==> config.mk <==
export PLATFORM = sky130hd
export DESIGN_NAME = reaction_timer_ctrl
export DESIGN_NICKNAME = d
export VERILOG_FILES = /design/src/rtl/rt_pkg.sv /design/src/rtl/bcd2_counter.sv /design/src/rtl/reaction_timer_ctrl.sv
export SDC_FILE = /design/constraint.sdc
export NUM_CORES = 1
export LEC_CHECK = 0
export CAP_MARGIN = 20
export CORE_ASPECT_RATIO = 1.75
export CORE_MARGIN = 3
export CORE_UTILIZATION = 55
export DETAILED_ROUTE_END_ITERATION = 12
export GPL_ROUTABILITY_DRIVEN = 0
export PLACE_DENSITY = 0.78
export SYNTH_ARGS = -nofsm -noshare
export SYNTH_HDL_FRONTEND = slang
export SYNTH_SLANG_ARGS = --single-unit
==> constraint.sdc <==
create_clock -name clk50M -period 3 [get_ports clk50M]
set_input_delay 0.6 -clock clk50M [delete_from_list [all_inputs] [get_ports clk50M]]
set_output_delay 0.6 -clock clk50M [all_outputs]
set_load 0.005 [all_outputs]
==> src/rtl/rt_pkg.sv <==
// Shared types and constants for the reaction timer core.
// Holds the FSM state encoding, BCD limits and the LFSR feedback taps.
package rt_pkg;

  typedef enum logic [1:0] {
    ST_IDLE = 2'd0,
    ST_WAIT = 2'd1,
    ST_GO   = 2'd2,
    ST_DONE = 2'd3
  } rt_state_e;

  localparam logic [3:0] BCD_MAX_DIGIT    = 4'd9;
  localparam logic [3:0] FALSE_START_CODE = 4'hE;

  // Fibonacci taps 8,6,5,4 (bit 7 is tap 8); maximal length over 255 states.
  localparam logic [7:0] LFSR_TAPS = 8'hB8;
  localparam logic [7:0] LFSR_SEED = 8'h01;

  function automatic logic [7:0] lfsr_next(input logic [7:0] cur);
    return {cur[6:0], ^(cur & LFSR_TAPS)};
  endfunction

endpackage

==> src/rtl/bcd2_counter.sv <==
// Two-digit BCD counter (00..99) that saturates at 99 instead of wrapping.
// clr_i has priority over en_i; sat_o flags the terminal value.
module bcd2_counter
  import rt_pkg::*;
(
  input  logic       clk,
  input  logic       rst,
  input  logic       clr_i,
  input  logic       en_i,
  output logic [3:0] ones_o,
  output logic [3:0] tens_o,
  output logic       sat_o
);

  logic [3:0] ones_q;
  logic [3:0] tens_q;

  assign sat_o  = (ones_q == BCD_MAX_DIGIT) && (tens_q == BCD_MAX_DIGIT);
  assign ones_o = ones_q;
  assign tens_o = tens_q;

  always_ff @(posedge clk) begin
    if (rst || clr_i) begin
      ones_q <= 4'd0;
      tens_q <= 4'd0;
    end else if (en_i && !sat_o) begin
      if (ones_q == BCD_MAX_DIGIT) begin
        ones_q <= 4'd0;
        tens_q <= tens_q + 4'd1;
      end else begin
        ones_q <= ones_q + 4'd1;
      end
    end
  end

endmodule

==> src/rtl/reaction_timer_ctrl.sv <==
// Reaction timer measurement core: random wait, GO lamp, BCD timing, result hand-off.
// Build option RT_FALSE_START_EN: a react press during the wait reports code EE.
module reaction_timer_ctrl
  import rt_pkg::*;
#(
  parameter int         CLK_HZ          = 50000000,
  parameter int         TICK_HZ         = 100,
  parameter int         DELAY_MIN_TICKS = 100,
  parameter logic [7:0] DELAY_MASK      = 8'hFF
) (
  input  logic       clk50M,
  input  logic       rst,
  input  logic       start,
  input  logic       react,
  output logic [3:0] x,
  output logic [3:0] y,
  output logic       readit,
  output logic       go_led,
  output logic       busy,
  output logic [1:0] state
);

  localparam int TICK_DIV = CLK_HZ / TICK_HZ;
  localparam int PW       = (TICK_DIV > 1) ? $clog2(TICK_DIV) : 1;
  localparam logic [PW-1:0] PRESC_LAST = PW'(TICK_DIV - 1);

  rt_state_e   state_q;
  logic [PW-1:0] presc_q;
  logic [7:0]  lfsr_q;
  logic [7:0]  lfsr_d;
  logic [15:0] delay_q;
  logic [15:0] delay_load;
  logic        start_q;
  logic        react_q;
  logic [3:0]  x_q;
  logic [3:0]  y_q;
  logic        readit_q;
  logic        go_q;
  logic        busy_q;

  logic        tick;
  logic        start_press;
  logic        react_press;
  logic        bcd_clr;
  logic        bcd_en;
  logic [3:0]  ones;
  logic [3:0]  tens;
  logic        sat;

  assign tick        = (presc_q == PRESC_LAST);
  assign start_press = start && !start_q;
  assign react_press = react && !react_q;
  assign lfsr_d      = lfsr_next(lfsr_q);
  assign delay_load  = 16'(DELAY_MIN_TICKS) + {8'h00, lfsr_q & DELAY_MASK};

  always_ff @(posedge clk50M) begin
    if (rst) begin
      start_q <= 1'b0;
      react_q <= 1'b0;
      lfsr_q  <= LFSR_SEED;
    end else begin
      start_q <= start;
      react_q <= react;
      lfsr_q  <= lfsr_d;
    end
  end

  // A press that coincides with a tick stops the count before it can advance.
  always_comb begin
    bcd_clr = 1'b0;
    bcd_en  = 1'b0;
    case (state_q)
      ST_IDLE, ST_DONE: bcd_clr = start_press;
      ST_GO:            bcd_en  = tick && !react_press;
      default: begin
        bcd_clr = 1'b0;
        bcd_en  = 1'b0;
      end
    endcase
  end

  bcd2_counter u_bcd (
    .clk    (clk50M),
    .rst    (rst),
    .clr_i  (bcd_clr),
    .en_i   (bcd_en),
    .ones_o (ones),
    .tens_o (tens),
    .sat_o  (sat)
  );

  always_ff @(posedge clk50M) begin
    if (rst) begin
      state_q  <= ST_IDLE;
      presc_q  <= '0;
      delay_q  <= 16'd0;
      x_q      <= 4'd0;
      y_q      <= 4'd0;
      readit_q <= 1'b0;
      go_q     <= 1'b0;
      busy_q   <= 1'b0;
    end else begin
      presc_q <= tick ? '0 : presc_q + 1'b1;
      case (state_q)
        ST_IDLE: begin
          x_q      <= 4'd0;
          y_q      <= 4'd0;
          readit_q <= 1'b0;
          go_q     <= 1'b0;
          busy_q   <= 1'b0;
          if (start_press) begin
            state_q <= ST_WAIT;
            presc_q <= '0;
            delay_q <= delay_load;
            busy_q  <= 1'b1;
          end
        end
        ST_WAIT: begin
`ifdef RT_FALSE_START_EN
          if (react_press) begin
            state_q  <= ST_DONE;
            presc_q  <= '0;
            x_q      <= FALSE_START_CODE;
            y_q      <= FALSE_START_CODE;
            readit_q <= 1'b1;
            busy_q   <= 1'b0;
          end else
`endif
          if (tick) begin
            // A loaded delay of N ticks expires on the Nth tick.
            if (delay_q < 16'd2) begin
              state_q <= ST_GO;
              presc_q <= '0;
              go_q    <= 1'b1;
            end else begin
              delay_q <= delay_q - 16'd1;
            end
          end
        end
        ST_GO: begin
          if (react_press || (tick && sat)) begin
            state_q  <= ST_DONE;
            presc_q  <= '0;
            x_q      <= ones;
            y_q      <= tens;
            readit_q <= 1'b1;
            go_q     <= 1'b0;
            busy_q   <= 1'b0;
          end
        end
        ST_DONE: begin
          if (start_press) begin
            state_q  <= ST_WAIT;
            presc_q  <= '0;
            delay_q  <= delay_load;
            x_q      <= 4'd0;
            y_q      <= 4'd0;
            readit_q <= 1'b0;
            busy_q   <= 1'b1;
          end
        end
        default: begin
          state_q  <= ST_IDLE;
          presc_q  <= '0;
          x_q      <= 4'd0;
          y_q      <= 4'd0;
          readit_q <= 1'b0;
          go_q     <= 1'b0;
          busy_q   <= 1'b0;
        end
      endcase
    end
  end

  assign x      = x_q;
  assign y      = y_q;
  assign readit = readit_q;
  assign go_led = go_q;
  assign busy   = busy_q;
  assign state  = state_q;

endmodule

; ---- Word-level counts from Yosys, hierarchy flattened
; Cells that the tools add are included.
; Widths: inputs -> output; s select.
[op_classes]
n_eq_ne = 12
n_addsub = 5
order_cmp = 1
mux = 33
reduce_logical = 23
[ops]
columns = operator, count
row1 = $mux 19, 5
row2 = $pmux 19 s3, 1
row3 = $mux 16, 3
row4 = $pmux 16 s2, 1
row5 = $pmux 4 s3, 2
row6 = $add 19x1->19 const B, 1
row7 = $eq 19x19->1 const B, 1
row8 = $lt 16x2->1 const B, 1
row9 = $mux 4, 4
row10 = $sub 16x1->16 const B, 1
row11 = $reduce_and 4->1, 3
row12 = $ne 2x2->1 const B, 5
row13 = $add 7x8->9 const A, 1
row14 = $mux 1, 9
row15 = $pmux 1 s3, 3
row16 = $add 4x1->4 const B, 2
row17 = $eq 4x4->1 const B, 2
row18 = $mux 2, 4
row19 = $reduce_xor 8->1, 1
row20 = $logic_and 1x1->1, 6
row21 = $pmux 2 s3, 1
row22 = $reduce_bool 3->1, 2
row23 = $eq 2x2->1 const B, 2
row24 = $logic_not 1->1, 4
row25 = 8 further kinds, 9
[totals]
word_cells = 87
inputBits = 4
out_inout_bits = 13
reg_bits = 66

; ---- Logic depth before layout (Yosys ltp)
; Gate-level depths: netlist (run 1).
[depth]
ltp_word = 7
ltp_mapped = 10
ltp_nobuf = 7

; ---- Hierarchy
; From an unflattened synthesis (run 1), not the netlist that was laid out.
[unflattened]
cells_unflattened = 404
hier_area_um2 = 3405.8
[modules_own_cells]
columns = module, area_each_um2, cells_each, seq_area_each_um2, n_inst
row1 = reaction_timer_ctrl, 2975.4, 353, 1161.1, 1
row2 = bcd2_counter, 430.4, 51, 160.2, 1

; ---- Worst setup path before layout (run 1)
; Ideal clock, no wire load.
[synth_timing]
path_kind = flip-flop to flip-flop
from = register state_q[0] (netlist: state[0])
to = register delay_q[10]
setup_ps = 73
period_less_slack_ps = 2427
path_buffers = 2
path_stages_with_launch = 10
required_ps = 2927
path_slack_ps = 573
t_arrival_ps = 2354
path_cell_list = dfxtp_1 > inv_1 > ha_1 > clkbuf_1 > nor3b_1 > a21oi_1 > a31o_2 > buf_2 > or4_1 > a21oi_1
[synth_via]
elab_chain_len = 4
elab_cells_between_ends = 10
cone_classes = 5 x eq/ne / 1 x mux / 4 x reduce/logical
[synth_rtl]
columns = element, line
row1 = "start, declared", reaction_timer_ctrl.sv:27  ; rt_state_e state_q;
row2 = "start signal, assigned", reaction_timer_ctrl.sv:94  ; state_q <= ST_IDLE;
row3 = "start signal, assigned", reaction_timer_ctrl.sv:112  ; state_q <= ST_WAIT;
row4 = "start signal, assigned", reaction_timer_ctrl.sv:132  ; state_q <= ST_GO;
row5 = $eq 2x2->1 or $logic_not 2->1 (tied branches), reaction_timer_ctrl.sv:104  ; case (state_q)
row6 = $reduce_or 2->1 (no line), --
row7 = $ne 2x1->1 (no line) or $reduce_bool 2->1 (tied branches), --
row8 = $reduce_and 4->1 (no line), --
row9 = "end signal, assigned", reaction_timer_ctrl.sv:114  ; delay_q <= delay_load;
row10 = "end signal, assigned", reaction_timer_ctrl.sv:136  ; delay_q <= delay_q - 16'd1;
row11 = "end signal, assigned", reaction_timer_ctrl.sv:155  ; delay_q <= delay_load;
row12 = "end, declared", reaction_timer_ctrl.sv:31  ; logic [15:0] delay_q;
; Several ways; a longest one is shown, not always the timed one.
; A chain may end at the register's enable or synchronous reset.

; ---- Final worst setup path (run 1)
[layout_timing]
from = register delay_q[2]
to = register delay_q[0]
[layout_via]
elab_chain_len = 3
[layout_rtl]
columns = element, line
row1 = $lt 16x2->1, reaction_timer_ctrl.sv:131  ; if (delay_q < 16'd2) begin
row2 = $ne 2x2->1 (no line), --
row3 = $reduce_and 4->1 (no line), --
; Every way passes these cells.

==> metrics.txt, run 1 <==
WP data arrival=roughly 2.7 ns; Switching Power=1.502 mW; DRT Pass-1 Iters=4; largest net degree at the start of global routing=30; Setup Skew=roughly 0.0054 ns; hold bufs inserted after CTS=0; worst hold path class=reg2reg; Crit-path slowest cell=nor4_1; post-DP HPWL=between 5000 and 6000 um; gr usage total=between 20% and 30%; port bufs=16; area delta synth->final=13.28%; Clock Power Share=20.1%; final setup TNS=0 ns; fmax=slightly above 400 MHz; Crit Path Max Fanout=20; final worst-path cycle share=around four fifths; CP bufs+invs=0; Worst slew margin=roughly 44%; Leak=approximately 1.4 nW; Initial DRC Count=188; CORE AREA=between 5000 and 6000 um^2; Num CTS Buffers=9; clk buf depth=2; Final Setup Violations=0; max-cap violations=0; sequential share of power=about a third; pre-CTS setup slack=about 0.45 ns; post-synthesis cell count=approximately 410; CTS tree=built; H-tree Lvls=3; post-synth net total=422; vias per inst=roughly 6.0; drt wl/cell=approximately 15 um; Clock transition at path regs=around 0.07 ns; number of antenna diodes=0; num ports=17; critical path capture point type=register; final setup margin=about 0.56 ns; Synth Register Bits=66; result of the run=complete, no violations; Avg Cell Area, Syn=8.219 um^2; Sw Share=a little over two fifths; fin nets=~440; final hold violations=0; CTS-repair resized insts=0; Pwr Density=around 930 nW/um^2; gr ovfl total=0; Yosys warning total=0; total clock sinks=between 60 and 70; first-pass GRT wire length=~13000 um; worst skew pair latency=0.35 ns; fillers=between 500 and 600; vias in the first global route=~2900; Critical Path RT=approximately 3.3 ns; Die Wd=65.03 um; Final ANT Viol Nets=0; crit path time final=between 2 and 2.5 ns; WS Path Type=reg2reg; initial antenna violation count=0; combinational power share=between 40% and 50%; Seq/Total Area, Yosys=39.40%; # DRC=0; mapped cell area=~3400 um^2; P_int=2.040 mW; Die ar.=a little over 7000 um^2; crit-path max cell delay=roughly 0.55 ns; worst-margin pin slew=approximately 0.83 ns; Finished Core Util=~65%; ratio of cells with drive above 1 in the final layout=under 10%; root buffer cell=clkbuf_8; Most used DFF post-synth=dfxtp_1; synth unique cells=a little under 50; ys async rst share=0%; Initial Utilization=a little under three fifths; Max Slew Vio Count=0; unrepaired setup endpoints after global routing=false; VDD IR max=between 0.5 and 0.6 mV; crit-path leading delay family=simple AND/OR/NAND/NOR gates; crit-path cells=or4_1 > nor4_1 > a31o_2 > nor2_1 > a221oi_1; final wirelength=approximately 7600 um; total number of vias=just over 3000; Site Rows=37; final hold slack=0.4447 ns; Post-CTS Setup Bufs=0; Critical Path Start Type=register; Post-synth EDFFs=0; Die Ht=109.3 um
==> worst reg2reg max path: cells and delay by family (launching register included) <==
kind / cells / cell delay (ns)
compound gates: 2 / 0.79
flops: 1 / 0.37
simple gates: 3 / 1.21
==> layout make-up <==
| class | count | area [um^2] | share of cell area (%) |
|---|---|---|---|
| Inverter | 16 | 60.06 | 1.581 |
| Sequential cell | 66 | 1321 | 34.78 |
| Timing Repair Buffer | 27 | 242.7 | 6.390 |
| Multi-Input combinational cell | 305 | 1888 | 49.70 |
| Clock buffer | 13 | 178.9 | 4.710 |
| Tap cell | 78 | 97.59 | 2.569 |
| Clock inverter | 2 | 10.01 | 0.2635 |
==> cells in the final DEF (no fill, tap or decap), types with 8 or more instances in the layout <==
cell             synthesis  layout
ha_1                    10      10
nor2_1                  42      42
nand2_1                 25      25
a21oi_1                 35      35
xnor2_1                 13      13
o21ai_0                 20      20
xor2_1                  11      11
or4_1                    8       8
o31ai_1                 14      14
nor3_1                  12      12
clkdlybuf4s50_1          0      16
buf_4                    1      11
nand4_1                 18      18
clkbuf_8                 0      13
nor2b_1                  8       8
inv_1                   16      16
dfxtp_1                 66      66
nand3_1                 19      19
==> path summary, 6_finish.rpt <==
kind                      startpoint                       to  slack (ns)  cells past startpoint
max          delay_q[2]$_SDFFE_PP0P_  delay_q[0]$_SDFFE_PP0P_        0.56                      5
min reg2reg     lfsr_q[1]$_SDFF_PP0_     lfsr_q[2]$_SDFF_PP0_        0.44                      2
max reg2reg  delay_q[2]$_SDFFE_PP0P_  delay_q[0]$_SDFFE_PP0P_        0.56                      5
min             lfsr_q[1]$_SDFF_PP0_     lfsr_q[2]$_SDFF_PP0_        0.44                      2
==> metrics by stage <==
| step | total power [mW] | area [um^2] | cells |
|---|---|---|---|
| finish | 3.541 | 3799 | 507 |
| global route | 3.823 | 3799 | 507 |
| CTS | 3.526 | 3799 | 507 |
| detailed placement | 2.816 | 3610 | 492 |
| global placement | 2.776 | 3610 | 492 |
| floorplan | 2.405 | 3353 | 408 |
==> per-layer routing <==
layer	up-vias	track usage [%]	part of all wire (%)
met5	-	0	0
met4	0	10.98	2.3
met3	15	5.521	3.2
met2	49	41.03	53
met1	1475	27.11	41
li1	1522	-	-
==> logic make-up (layout without fill, tap and decap cells) <==
kind of cell	Yosys count	count (layout)	share of synthesized area, %
AO/OA/AOI/OAI	97	97	17.76
XOR/XNOR	24	24	6.269
adder cells (fa/ha/maj)	10	10	3.731
buffers and inverters	37	58	4.291
flip-flops	66	66	39.40
multiplexers	6	6	1.828
AND/OR/NAND/NOR	168	168	26.72
==> state kept, by name, summed over array words and instances (netlist names) <==
signal / cells
u_bcd.ones_o: 4
start_q: 1
busy: 1
lfsr_q: 8
readit: 1
delay_q: 16
go_led: 1
state: 2
u_bcd.tens_o: 4
presc_q: 19
y: 4
react_q: 1
x: 4
==> cells in the mapped netlist, types with 7 or more instances <==
library cell  count  area share, %
nand3_1          19            2.8
xnor2_1          13            3.4
nand2_1          25            2.8
nor2_1           42            4.7
and3_1            7            1.3
nand4_1          18            3.4
or4_1             8            1.8
inv_1            16            1.8
dfxtp_1          66             39
ha_1             10            3.7
xor2_1           11            2.9
nor2b_1           8            1.5
nor3_1           12            1.8
o21ai_0          20            3.0
a21oi_1          35            5.2
clkbuf_1         18            2.0
o31ai_1          14            3.1
==> power by group through the flow <==
stage / logic [mW] / clock network, mW / registers, mW
after detailed placement: 1.67 / 0 / 1.14
after floorplan: 1.29 / 0 / 1.11
final: 1.70 / 0.711 / 1.13
after CTS: 1.68 / 0.723 / 1.13
after global routing: 1.92 / 0.754 / 1.15
after global placement: 1.64 / 0 / 1.14
Power figures use the tool's default switching activity.
==> run 2, diff against run 1 <==
Clock period 3 ns to 2.3 ns, I/O delays scaled along.
==> metrics.txt, run 2 (same netlist as run 1, synthesis figures left out) <==
crit-path cells=or3_4 > or3_4 > or4_4 > or4_1 > a21oi_1 (was or4_1 > nor4_1 > a31o_2 > nor2_1 > a221oi_1); crit-path max cell delay=0.49 ns (was 0.55 ns); register with the most flip-flops=presc_q (unchanged); Die ar.=7107 um^2 (unchanged); Crit Path Max Fanout=5 (was 20); first-pass GRT wire length=13500 um (was 13280 um); Critical Path Start Type=register (unchanged); root buffer cell=clkbuf_8 (unchanged); Critical Path RT=2.59 ns (was 3.26 ns); max reg flops=19 (unchanged); final worst-path cycle share=96.91% (was 81.47%); Finished Core Util=67.97% (was 64.61%); CORE AREA=5879 um^2 (unchanged); Setup Skew=0.006671 ns (was 0.005413 ns); gr ovfl total=0 (unchanged); Most common cell on crit path=or3_4; area delta synth->final=19.18% (was 13.28%); ratio of cells with drive above 1 in the final layout=12.89% (was 7.925%); number of antenna diodes=0 (unchanged); gr usage total=24.36% (was 23.60%); final setup TNS=0 ns (unchanged); max-cap violations=0 (unchanged); Regs by FF count=presc_q x19, delay_q x16, lfsr_q x8 (unchanged); VDD IR max=0.5861 mV (was 0.5099 mV); critical path capture point type=register (unchanged); Pwr Density=1256 nW/um^2 (was 932.3 nW/um^2); num ports=17 (unchanged); Worst slew margin=46.44% (was 44.10%); vias per inst=5.934 (was 6.037); final wirelength=7838 um (was 7571 um); worst hold path class=reg2reg (unchanged); WS Path Type=reg2reg (unchanged); Leak=1.491 nW (was 1.385 nW); crit path time final=2.229 ns (was 2.444 ns); clk buf depth=2 (unchanged); commonest non-fill, non-tap cell in the layout=dfxtp_1 (unchanged); Final Setup Violations=0 (unchanged); result of the run=complete, no violations (unchanged); Site Rows=37 (unchanged); Initial Utilization=57.03% (unchanged); # DRC=0 (unchanged); Final ANT Viol Nets=0 (unchanged); DRT Pass-1 Iters=4 (unchanged); H-tree Lvls=3 (unchanged); final hold violations=0 (unchanged); worst skew pair latency=0.36 ns (was 0.35 ns); vias in the first global route=3081 (was 2901); port bufs=16 (unchanged); CP bufs+invs=0 (unchanged); Clock transition at path regs=0.07 ns (about the same); Num CTS Buffers=9 (unchanged); CTS tree=built (unchanged); total clock sinks=66 (unchanged); crit-path leading delay family=simple AND/OR/NAND/NOR gates (unchanged); fin nets=459 (was 439); initial antenna violation count=0 (unchanged); WP data arrival=2.52 ns (was 2.70 ns); post-DP HPWL=5697 um (was 5372 um); Initial DRC Count=157 (was 188); Die Ht=109.3 um (unchanged); largest net degree at the start of global routing=31 (was 30); Post-DP Area=3770 um^2 (was 3610 um^2); Die Wd=65.03 um (unchanged); drt wl/cell=14.84 um (was 14.93 um); worst-margin pin slew=0.7997 ns (was 0.8309 ns); unrepaired setup endpoints after global routing=false (unchanged); most frequent cells in the layout=dfxtp_1, nor2_1, a21oi_1, buf_4, nand2_1 (was dfxtp_1, nor2_1, a21oi_1, nand2_1, o21ai_0); Max Slew Vio Count=0 (unchanged); Finished Cell Area=3996 um^2 (was 3799 um^2); total number of vias=3133 (was 3061); Crit-path slowest cell=or4_4 (was nor4_1); fmax=448.7 MHz (was 409.2 MHz); hold bufs inserted after CTS=0 (unchanged)
[run 2: tightest hold or removal path, cell delays in order, from the launching register on]
cell	delay, ns
dfxtp_1	0.31
inv_1	0.06
a211oi_1	0.05
[run 2: worst paths after layout]
kind                       startpoint                       end  depth (start not counted)  slack, ns
max           delay_q[4]$_SDFFE_PP0P_  delay_q[12]$_SDFFE_PP0P_                          5       0.07
min          delay_q[15]$_SDFFE_PP0P_  delay_q[15]$_SDFFE_PP0P_                          2       0.46
max reg2reg   delay_q[4]$_SDFFE_PP0P_  delay_q[12]$_SDFFE_PP0P_                          5       0.07
min reg2reg  delay_q[15]$_SDFFE_PP0P_  delay_q[15]$_SDFFE_PP0P_                          2       0.46
[run 2: repair_timing]
action	CTS	global route
setup endpoints to repair	0	8
resized for setup	0	3
buffers inserted	0	1
[run 2: final cells by class]
cell class	count	area, um^2
clock inverter	4	50.05
sequential	66	1321
clock buffer	12	155.1
fill	519	1883
inverter	16	60.06
tap	78	97.59
multi-input combinational	305	1907
timing repair buffer	47	405.4
[run 2: where the power goes]
group	internal, mW	switching (mW)
Clock	0.558	0.443
Sequential	1.30	0.124
Combinational	1.11	1.48
[run 2: stage by stage]
stage	hold slack, ns	setup slack (ns)	cells	total power, mW
final	0.4593	0.07112	528	5.021
after global routing	0.4735	0.005726	528	5.397
after CTS	0.4617	0.05550	527	4.976
after detailed placement	0.4465	-0.0006866	511	3.965
after global placement	0.4374	0.04535	511	3.908
after floorplan	0.4097	0.01217	408	3.142
[run 2: routing by layer]
metal	vias up	global-route usage (%)	part of all wire (%)
met5	-	0	0
met4	0	11.42	2.5
met3	15	5.828	3.0
met2	44	43.52	54
met1	1516	26.83	40
li1	1558	-	-
